<file path="src/rtl/status_scoreboard_if.sv">
// Status-scoreboard bus: golden-table load port, run control, core status
// stream and the result/report outputs, grouped so a driver and the
// scoreboard can be wired with one connection.
interface status_scoreboard_if #(
   parameter int STATUS_W = 3,
   parameter int ADDR_W   = 6,
   parameter int CYC_W    = 17
);
   // golden table load
   logic                i_gld_we;
   logic [ADDR_W-1:0]   i_gld_addr;
   logic [STATUS_W-1:0] i_gld_data;
   // run control
   logic [ADDR_W:0]     i_pat_len;
   logic                i_start;
   // core status stream
   logic [STATUS_W-1:0] i_status;
   logic                i_status_valid;
   // results
   logic                o_busy;
   logic                o_done;
   logic                o_pass;
   logic                o_timeout;
   logic [ADDR_W:0]     o_correct_cnt;
   logic [ADDR_W:0]     o_error_cnt;
   logic                o_err_vld;
   logic [ADDR_W:0]     o_err_idx;
   logic [STATUS_W-1:0] o_err_got;
   logic [CYC_W-1:0]    o_cycle_cnt;

   // driver side (core wrapper / testbench)
   modport master (
      output i_gld_we, i_gld_addr, i_gld_data, i_pat_len, i_start,
             i_status, i_status_valid,
      input  o_busy, o_done, o_pass, o_timeout, o_correct_cnt, o_error_cnt,
             o_err_vld, o_err_idx, o_err_got, o_cycle_cnt
   );

   // scoreboard side
   modport slave (
      input  i_gld_we, i_gld_addr, i_gld_data, i_pat_len, i_start,
             i_status, i_status_valid,
      output o_busy, o_done, o_pass, o_timeout, o_correct_cnt, o_error_cnt,
             o_err_vld, o_err_idx, o_err_got, o_cycle_cnt
   );
endinterface

</file>
<file path="src/rtl/status_scoreboard.sv">
// Self-checking scoreboard for the core status stream. A loadable golden
// table is compared entry by entry against every valid status during a run.
// Passes and errors are counted, the first mismatch is captured, and the run
// ends on a terminating status code or on a cycle-budget timeout.
module status_scoreboard #(
   parameter int                    STATUS_W  = 3,
   parameter int                    DEPTH     = 64,
   parameter int                    ADDR_W    = 6,
   parameter int                    MAX_CYCLE = 120000,
   parameter int                    CYC_W     = 17,
   parameter logic [STATUS_W-1:0]   END_A     = 3'b100,
   parameter logic [STATUS_W-1:0]   END_B     = 3'b101
) (
   input  logic                 i_clk,
   input  logic                 i_rst_n,
   status_scoreboard_if.slave   sb
);

   localparam int               CNT_W   = ADDR_W + 1;
   localparam logic [CNT_W-1:0] CNT_MAX = {CNT_W{1'b1}};
   localparam logic [CYC_W-1:0] CYC_MAX = {CYC_W{1'b1}};
   localparam logic [CYC_W-1:0] CYC_LAST = CYC_W'(MAX_CYCLE - 1);

   typedef enum logic [1:0] {
      ST_IDLE = 2'd0,
      ST_RUN  = 2'd1,
      ST_DONE = 2'd2
   } state_t;

   // Saturating increment shared by the index and both status counters.
   function automatic logic [CNT_W-1:0] sat_inc(input logic [CNT_W-1:0] v);
      if (v == CNT_MAX) begin
         sat_inc = v;
      end else begin
         sat_inc = v + CNT_W'(1);
      end
   endfunction

   state_t              state_q,   state_d;
   logic [CNT_W-1:0]    len_q,     len_d;
   logic [CNT_W-1:0]    idx_q,     idx_d;
   logic [CNT_W-1:0]    corr_q,    corr_d;
   logic [CNT_W-1:0]    err_q,     err_d;
   logic                err_vld_q, err_vld_d;
   logic [CNT_W-1:0]    err_idx_q, err_idx_d;
   logic [STATUS_W-1:0] err_got_q, err_got_d;
   logic [CYC_W-1:0]    cyc_q,     cyc_d;
   logic                pass_q,    pass_d;
   logic                tmo_q,     tmo_d;

   // Golden table: no reset, so a loaded pattern survives reset and re-runs.
   logic [STATUS_W-1:0] gld_q [DEPTH];

   logic [STATUS_W-1:0] gld_rd_s;
   logic                hit_s;
   logic                term_s;
   logic                cyc_last_s;

   // Asynchronous golden read at the current index; index is only used for
   // the table when it is below the latched length, which never exceeds DEPTH.
   assign gld_rd_s   = gld_q[idx_q[ADDR_W-1:0]];
   assign hit_s      = (idx_q < len_q) && (sb.i_status == gld_rd_s);
   assign term_s     = sb.i_status_valid &&
                       ((sb.i_status == END_A) || (sb.i_status == END_B));
   assign cyc_last_s = (cyc_q == CYC_LAST);

   // Next-state and result bookkeeping for the IDLE/RUN/DONE controller.
   always_comb begin
      state_d   = state_q;
      len_d     = len_q;
      idx_d     = idx_q;
      corr_d    = corr_q;
      err_d     = err_q;
      err_vld_d = err_vld_q;
      err_idx_d = err_idx_q;
      err_got_d = err_got_q;
      cyc_d     = cyc_q;
      pass_d    = pass_q;
      tmo_d     = tmo_q;

      case (state_q)
         ST_IDLE, ST_DONE: begin
            if (sb.i_start) begin
               // a new run starts clean; the golden table is left as-is
               state_d   = ST_RUN;
               len_d     = sb.i_pat_len;
               idx_d     = '0;
               corr_d    = '0;
               err_d     = '0;
               err_vld_d = 1'b0;
               err_idx_d = '0;
               err_got_d = '0;
               cyc_d     = '0;
               pass_d    = 1'b0;
               tmo_d     = 1'b0;
            end else begin
               state_d = state_q;
            end
         end

         ST_RUN: begin
            if (sb.i_status_valid) begin
               if (hit_s) begin
                  corr_d = sat_inc(corr_q);
               end else begin
                  // mismatch, or a surplus status beyond the pattern length
                  err_d = sat_inc(err_q);
                  if (!err_vld_q) begin
                     err_vld_d = 1'b1;
                     err_idx_d = idx_q;
                     err_got_d = sb.i_status;
                  end else begin
                     err_vld_d = err_vld_q;
                  end
               end
               idx_d = sat_inc(idx_q);
            end else begin
               idx_d = idx_q;
            end

            // a terminating status beats a coincident timeout
            if (term_s) begin
               state_d = ST_DONE;
               tmo_d   = 1'b0;
               pass_d  = (err_d == '0) && (corr_d == len_q);
            end else if (cyc_last_s) begin
               state_d = ST_DONE;
               tmo_d   = 1'b1;
               pass_d  = 1'b0;
            end else begin
               state_d = ST_RUN;
               if (cyc_q != CYC_MAX) begin
                  cyc_d = cyc_q + CYC_W'(1);
               end else begin
                  cyc_d = cyc_q;
               end
            end
         end

         default: begin
            state_d = ST_IDLE;
         end
      endcase
   end

   // Controller and result registers with synchronous active-low reset.
   always_ff @(posedge i_clk) begin
      if (!i_rst_n) begin
         state_q   <= ST_IDLE;
         len_q     <= '0;
         idx_q     <= '0;
         corr_q    <= '0;
         err_q     <= '0;
         err_vld_q <= 1'b0;
         err_idx_q <= '0;
         err_got_q <= '0;
         cyc_q     <= '0;
         pass_q    <= 1'b0;
         tmo_q     <= 1'b0;
      end else begin
         state_q   <= state_d;
         len_q     <= len_d;
         idx_q     <= idx_d;
         corr_q    <= corr_d;
         err_q     <= err_d;
         err_vld_q <= err_vld_d;
         err_idx_q <= err_idx_d;
         err_got_q <= err_got_d;
         cyc_q     <= cyc_d;
         pass_q    <= pass_d;
         tmo_q     <= tmo_d;
      end
   end

   // Golden table load, accepted only while no run is in progress.
   always_ff @(posedge i_clk) begin
      if (sb.i_gld_we && (state_q != ST_RUN)) begin
         gld_q[sb.i_gld_addr] <= sb.i_gld_data;
      end else begin
         gld_q[sb.i_gld_addr] <= gld_q[sb.i_gld_addr];
      end
   end

   assign sb.o_busy        = (state_q == ST_RUN);
   assign sb.o_done        = (state_q == ST_DONE);
   assign sb.o_pass        = pass_q;
   assign sb.o_timeout     = tmo_q;
   assign sb.o_correct_cnt = corr_q;
   assign sb.o_error_cnt   = err_q;
   assign sb.o_err_vld     = err_vld_q;
   assign sb.o_err_idx     = err_idx_q;
   assign sb.o_err_got     = err_got_q;
   assign sb.o_cycle_cnt   = cyc_q;

endmodule

</file>
<file path="src/flat_wrapper.sv">
// flat-port wrapper written by rule: the top's interface ports become plain ports
module status_scoreboard_flat 
#(
   parameter int                    STATUS_W  = 3,
   parameter int                    DEPTH     = 64,
   parameter int                    ADDR_W    = 6,
   parameter int                    MAX_CYCLE = 120000,
   parameter int                    CYC_W     = 17,
   parameter logic [STATUS_W-1:0]   END_A     = 3'b100,
   parameter logic [STATUS_W-1:0]   END_B     = 3'b101
)
  (i_clk, i_rst_n, sb_i_gld_we, sb_i_gld_addr, sb_i_gld_data, sb_i_pat_len, sb_i_start, sb_i_status, sb_i_status_valid, sb_o_busy, sb_o_done, sb_o_pass, sb_o_timeout, sb_o_correct_cnt, sb_o_error_cnt, sb_o_err_vld, sb_o_err_idx, sb_o_err_got, sb_o_cycle_cnt);
  status_scoreboard_if #(.STATUS_W(STATUS_W), .ADDR_W(ADDR_W), .CYC_W(CYC_W)) sb_i ();
  input  logic i_clk;
  input  logic i_rst_n;
  input wire logic [$bits(sb_i.i_gld_we)-1:0] sb_i_gld_we;
  input wire logic [$bits(sb_i.i_gld_addr)-1:0] sb_i_gld_addr;
  input wire logic [$bits(sb_i.i_gld_data)-1:0] sb_i_gld_data;
  input wire logic [$bits(sb_i.i_pat_len)-1:0] sb_i_pat_len;
  input wire logic [$bits(sb_i.i_start)-1:0] sb_i_start;
  input wire logic [$bits(sb_i.i_status)-1:0] sb_i_status;
  input wire logic [$bits(sb_i.i_status_valid)-1:0] sb_i_status_valid;
  output wire logic [$bits(sb_i.o_busy)-1:0] sb_o_busy;
  output wire logic [$bits(sb_i.o_done)-1:0] sb_o_done;
  output wire logic [$bits(sb_i.o_pass)-1:0] sb_o_pass;
  output wire logic [$bits(sb_i.o_timeout)-1:0] sb_o_timeout;
  output wire logic [$bits(sb_i.o_correct_cnt)-1:0] sb_o_correct_cnt;
  output wire logic [$bits(sb_i.o_error_cnt)-1:0] sb_o_error_cnt;
  output wire logic [$bits(sb_i.o_err_vld)-1:0] sb_o_err_vld;
  output wire logic [$bits(sb_i.o_err_idx)-1:0] sb_o_err_idx;
  output wire logic [$bits(sb_i.o_err_got)-1:0] sb_o_err_got;
  output wire logic [$bits(sb_i.o_cycle_cnt)-1:0] sb_o_cycle_cnt;
  assign sb_i.i_gld_we = sb_i_gld_we;
  assign sb_i.i_gld_addr = sb_i_gld_addr;
  assign sb_i.i_gld_data = sb_i_gld_data;
  assign sb_i.i_pat_len = sb_i_pat_len;
  assign sb_i.i_start = sb_i_start;
  assign sb_i.i_status = sb_i_status;
  assign sb_i.i_status_valid = sb_i_status_valid;
  assign sb_o_busy = sb_i.o_busy;
  assign sb_o_done = sb_i.o_done;
  assign sb_o_pass = sb_i.o_pass;
  assign sb_o_timeout = sb_i.o_timeout;
  assign sb_o_correct_cnt = sb_i.o_correct_cnt;
  assign sb_o_error_cnt = sb_i.o_error_cnt;
  assign sb_o_err_vld = sb_i.o_err_vld;
  assign sb_o_err_idx = sb_i.o_err_idx;
  assign sb_o_err_got = sb_i.o_err_got;
  assign sb_o_cycle_cnt = sb_i.o_cycle_cnt;
  status_scoreboard #(.STATUS_W(STATUS_W), .DEPTH(DEPTH), .ADDR_W(ADDR_W), .MAX_CYCLE(MAX_CYCLE), .CYC_W(CYC_W), .END_A(END_A), .END_B(END_B)) u_core (.i_clk(i_clk), .i_rst_n(i_rst_n), .sb(sb_i));
endmodule
</file>
<file path="config.mk">
export PLATFORM = sky130hd
export DESIGN_NAME = status_scoreboard_flat
export DESIGN_NICKNAME = d
export VERILOG_FILES = /design/src/rtl/status_scoreboard_if.sv /design/src/rtl/status_scoreboard.sv /design/src/flat_wrapper.sv
export SDC_FILE = /design/constraint.sdc
export NUM_CORES = 1
export LEC_CHECK = 0
export ABC_CLOCK_PERIOD_IN_PS = 4800
export BUFFER_PORTS_ARGS = -buffer_cell sky130_fd_sc_hd__buf_2
export CORE_MARGIN = 3
export CORE_UTILIZATION = 35
export CTS_BUF_LIST = sky130_fd_sc_hd__clkbuf_4 sky130_fd_sc_hd__clkbuf_8
export CTS_CLUSTER_DIAMETER = 80
export CTS_CLUSTER_SIZE = 40
export DETAILED_ROUTE_END_ITERATION = 16
export GPL_TIMING_DRIVEN = 1
export PLACE_DENSITY = 0.6
export SLEW_MARGIN = 5
export SYNTH_ARGS = -nofsm -noshare
export SYNTH_HDL_FRONTEND = slang
export SYNTH_SLANG_ARGS = --single-unit
export TNS_END_PERCENT = 1
</file>
<file path="constraint.sdc">
create_clock -name i_clk -period 4.8 [get_ports i_clk]
set_input_delay 0.48 -clock i_clk [delete_from_list [all_inputs] [get_ports i_clk]]
set_output_delay 0.48 -clock i_clk [all_outputs]
set_load 0.03 [all_outputs]
</file>
; Yosys cells after proc, flatten, opt, wreduce, memory -nomap -nowiden
; Memory sizes are Yosys's and may differ from the RTL's. A register that Yosys moved wholly into a read port is not among the register bits.
; Cells that the tools add are included.
[classes]
n_bitwise = 1
multipliers = 0
muxes = 48
eq_ne = 22
shift = 0
n_lt_le_gt_ge = 1
div_mod_pow = 0
reduce_logical = 17
add_sub_neg = 4
[ops]
columns = cell, count
row1 = $mux W7, 14
row2 = $mux W17, 4
row3 = $pmux W7 S2, 4
row4 = $pmux W17 S2, 1
row5 = $add A7 B1 Y7 const B, 3
row6 = $eq A7 B7 Y1 const B, 3
row7 = $add A17 B1 Y17 const B, 1
row8 = $eq A17 B17 Y1 const B, 1
row9 = $ne A17 B17 Y1 const B, 1
row10 = $mux W3, 5
row11 = $ne A2 B2 Y1 const B, 7
row12 = $mux W6, 2
row13 = $mux W1, 10
row14 = $reduce_and A5 Y1, 2
row15 = $reduce_and A4 Y1, 2
row16 = $eq A7 B7 Y1, 1
row17 = $logic_not A7 Y1, 1
row18 = $lt A7 B7 Y1, 1
row19 = $eq A3 B3 Y1 const B, 2
row20 = $mux W2, 3
row21 = $pmux W1 S2, 3
row22 = $pmux W3 S2, 1
row23 = $reduce_and A2 Y1, 3
row24 = $logic_and A1 B1 Y1, 4
row25 = 13 further kinds, 14
[word_totals]
mem_count = 1
romBits = 0
in_bits = 24
word_cells = 105
latch_bits = 0
reg_bits = 60
ram_bits = 192
[memory_table]
columns = name, depth, width, rd, rd_clocked_by_memory_dff, wr, line
row1 = u_core.gld_q, 64, 3, 1, 1, 1, status_scoreboard.sv:52  ; logic [STATUS_W-1:0] gld_q [DEPTH];

; Longest topological paths before layout
[logic_depth]
depth_word = 9
ltp_mapped = 16
mapped_depth_nobuf = 13

; Worst setup path after synthesis
; OpenSTA, ideal clock, no wires.
[synth_timing]
path_kind = reg-to-reg
startpoint = reg (tool-made name)
endpoint = reg u_core.pass_q, in the netlist u_core.sb.o_pass
setup_time_ns = 0.084
t_arrival_ns = 3.299
t_required_ns = 4.716
path_slack_ns = 1.417
period_less_slack_ns = 3.383
path_stages_with_launch = 15
path_cell_list = dfxtp_1 buf_6 buf_2 mux2_2 o22ai_1 nor4_1 o41ai_1 o31ai_1 xnor2_2 nand4_4 nand2b_4 buf_6 or4b_1 a2111o_1 o31ai_2
[synth_rtl]
columns = item, line
row1 = to (signal assigned), status_scoreboard.sv:170  ; pass_q <= pass_d;
row2 = to (decl), status_scoreboard.sv:48  ; logic pass_q, pass_d;

==> summary.md <==
| Metric | Value |
|---|---|
| Outcome | `finished clean` |
| Final instance area | `0.0123 mm2` |
| Worst hold path type | `input port to flop` |
| Htree depth | `1` |
| Placed Area | `0.0119 mm2` |
| CTS Buf Count | `13` |
| RSZ-0062 raised after global routing | `no` |
| Critical path data required time | `5270 ps` |
| Nets | `983` |
| DRT antenna net count | `0` |
| Pin count of the biggest net entering global routing | `65` |
| CTS tree | `done` |
| Max cap viols | `0` |
| Synth cell types | `67` |
| Clock latency on the worst-skew pair | `560 ps` |
| Initial antenna violation count | `0` |
| Worst EP arrival | `4640 ps` |
| PD cells | `306 mW/mm2` |
| Slew @ Worst Pin | `1170 ps` |
| Register area share after synthesis | `63.0%` |
| Total GRT Usage | `16.0%` |
| Mapped cell area | `0.0112 mm2` |
| Clock-pin transition on the worst setup and hold timing paths | `170 ps` |
| Filler Cells Inserted | `3,026` |
| Layout cell share with drive strength beyond 1 | `14.7%` |
| N_diodes | `0` |
| Vias per Instance | `5.40` |
| Number of global-route vias before repair | `7,014` |
| Setup TNS | `0 ps` |
| Row Count | `65` |
| Min Tclk post-route | `4170 ps` |
| Core area | `0.0316 mm2` |
| Initial DRC Count | `653` |
| Peak VDD IR | `0.179 mV` |
| Total grt overflow | `0` |
| Number of synthesized flops with an enable pin | `192` |
| Top FF cell, synth | `edfxtp_1` |
| Commonest non-fill, non-tap cell in the layout | `edfxtp_1` |
| Max_slew headroom | `22.3%` |
| # IOs | `70` |
| First-pass GRT wire length | `42,800 um` |
| Period utilisation layout | `86.8%` |
| Vias | `7,325` |
| Commonest cells after routing, fill and taps aside | `edfxtp_1 (192), nor2_1 (134), nand2_1 (74)` |
| Sink Count | `258` |
| CTS root buf | `clkbuf_8` |
| Routability Congestion | `0.909` |
| WL/cell | `20.5 um` |
| Net Count, Synth | `933` |
| YS warnings | `0` |
| Fmax | `0.240 GHz` |
| Drc violations | `0` |
| Post-Syn Instances | `898` |
| Max Clock Skew | `31.0 ps` |
| Number of setup buffers added after CTS | `0` |
| Setup WS post-layout | `633 ps` |
| Pwr Total | `3.75 mW` |
| Die Width | `185 um` |
| Detailed placer's ending HPWL | `19,000 um` |
| Hold WS | `162 ps` |
| Crit path kind | `flop to flop` |
| Drt first pass iters | `5` |
| Hold-fix buffers, CTS | `0` |
| Routed WL | `27,800 um` |
| Final Hold Viols | `0` |
| Seq cells post-synth | `258` |
| Slew Limit Fails | `0` |
| Clock buffer depth | `3` |
| Layout area overhead | `8.90%` |
| FFs w/ async S/R, synth | `0%` |
| Startpoint types | `flop` |
| CP Max Fanout | `64` |
| LEAKAGE | `3.97 nW` |
| Starting Density | `35.6%` |
| Mapped Avg Cell Area | `12.5 um2` |
| DIE AREA | `0.0343 mm2` |
| Post-CTS Resized | `0` |
| Endpoints failing setup | `0` |
| I/O Buffers | `69` |
| Pre-CTS setup slack | `715 ps` |
| Die H | `185 um` |
| Critical Path Sink Type | `flop` |
-- kinds of logic (layout without fill, tap and decap cells) --
logic type | Yosys count | in the layout | synth area share (%)
flip-flops | 258 | 258 | 63.0
adder cells (fa/ha/maj) | 11 | 11 | 1.22
AND/OR/NAND/NOR | 343 | 343 | 14.6
multiplexers | 85 | 85 | 9.21
XOR/XNOR | 28 | 28 | 2.25
buffers and inverters | 57 | 113 | 2.62
AO/OA/AOI/OAI | 116 | 116 | 7.10
-- critical path, cell delays in order (launching register included) --
cell and delay (ps):
dfxtp_4 940, mux4_2 610, mux2i_1 170, o22ai_1 100
nor3_1 430, a31oi_1 100, xnor2_1 260, nand4_4 140
nand2b_4 210, or4b_1 530, a2111o_1 390, o31ai_2 160
-- Yosys cell counts, drive strengths merged (2+ instances only) --
cell type,number,area [um2]
a31oi,7,43.8
nand4,17,121
ha,11,138
inv,14,52.6
nand3b,3,22.5
o31ai,5,42.5
nor3b,4,30.0
a21oi,30,150
or3,3,18.8
nor2b,25,156
buf,23,168
and2,6,37.5
nor2,134,503
a2111oi,8,77.6
o211ai,2,15.0
o2bb2ai,2,17.5
or4,2,15.0
nand2,74,278
o21ai,11,55.1
a21o,2,15.0
o31a,2,17.5
and4,5,43.8
and3,3,18.8
edfxtp,192,5770
o22ai,7,43.8
mux4,13,293
nor4,5,31.3
a22o,2,17.5
a22oi,20,150
a211oi,9,72.6
a221oi,2,17.5
clkbuf,19,71.3
and4b,2,20.0
nand2b,13,88.8
xnor2,11,104
or3b,2,17.5
nor3,10,50.1
nand3,31,155
xor2,17,149
mux2i,54,541
dfxtp,66,1320
mux2,18,203
-- stage by stage --
step                instances  util (%)
global placement         1335      37.7
finish                   1356      38.7
floorplan                 898         -
detailed placement       1335      37.7
global route             1356      38.7
CTS                      1356      38.7
-- state kept, by name (all words and copies together), names as in the netlist, named ones only --
name	count
u_core.sb.o_err_idx	7
u_core.sb.o_correct_cnt	7
u_core.idx_q	7
u_core.len_q	7
u_core.gld_q	192
u_core.sb.o_pass	1
u_core.sb.o_err_vld	1
u_core.state_q	2
u_core.sb.o_cycle_cnt	17
u_core.sb.o_err_got	3
u_core.sb.o_timeout	1
u_core.sb.o_error_cnt	7
-- final timing paths --
| check | slack, ps | from | cells after the start | endpoint |
|---|---|---|---|---|
| setup / recovery | 630 | flop | 11 | u_core.sb.o_pass |
| hold / removal | 160 | sb_i_pat_len[0] | 3 | u_core.len_q[0] |
| setup reg to reg | 630 | flop | 11 | u_core.sb.o_pass |
| hold reg to reg | 510 | u_core.sb.o_timeout | 2 | u_core.sb.o_timeout |
-- final cells by class --
cell class	instances	area [um2]	share of cell area [%]
flip-flops and latches	258	7090	57.9
multi-input cells	583	3870	31.6
well taps	402	503	4.11
repair buffers	77	405	3.31
clock buffers	13	179	1.46
clock inverters	8	146	1.19
inverters	15	56.3	0.460
-- power by group --
part	switching [mW]	internal, mW
registers	0.0160	2.41
logic	0.151	0.0609
clock network	0.753	0.361
-- routing by layer --
| layer | wire (um) | vias to the layer above | track usage (%) |
|---|---|---|---|
| li1 | - | 3433 | - |
| met1 | 12800 | 3607 | 23.4 |
| met2 | 12800 | 264 | 25.8 |
| met3 | 1800 | 21 | 2.45 |
| met4 | 362 | 0 | 2.52 |
| met5 | 0 | - | 0 |
No activity file was read; power rests on OpenSTA's default activity.
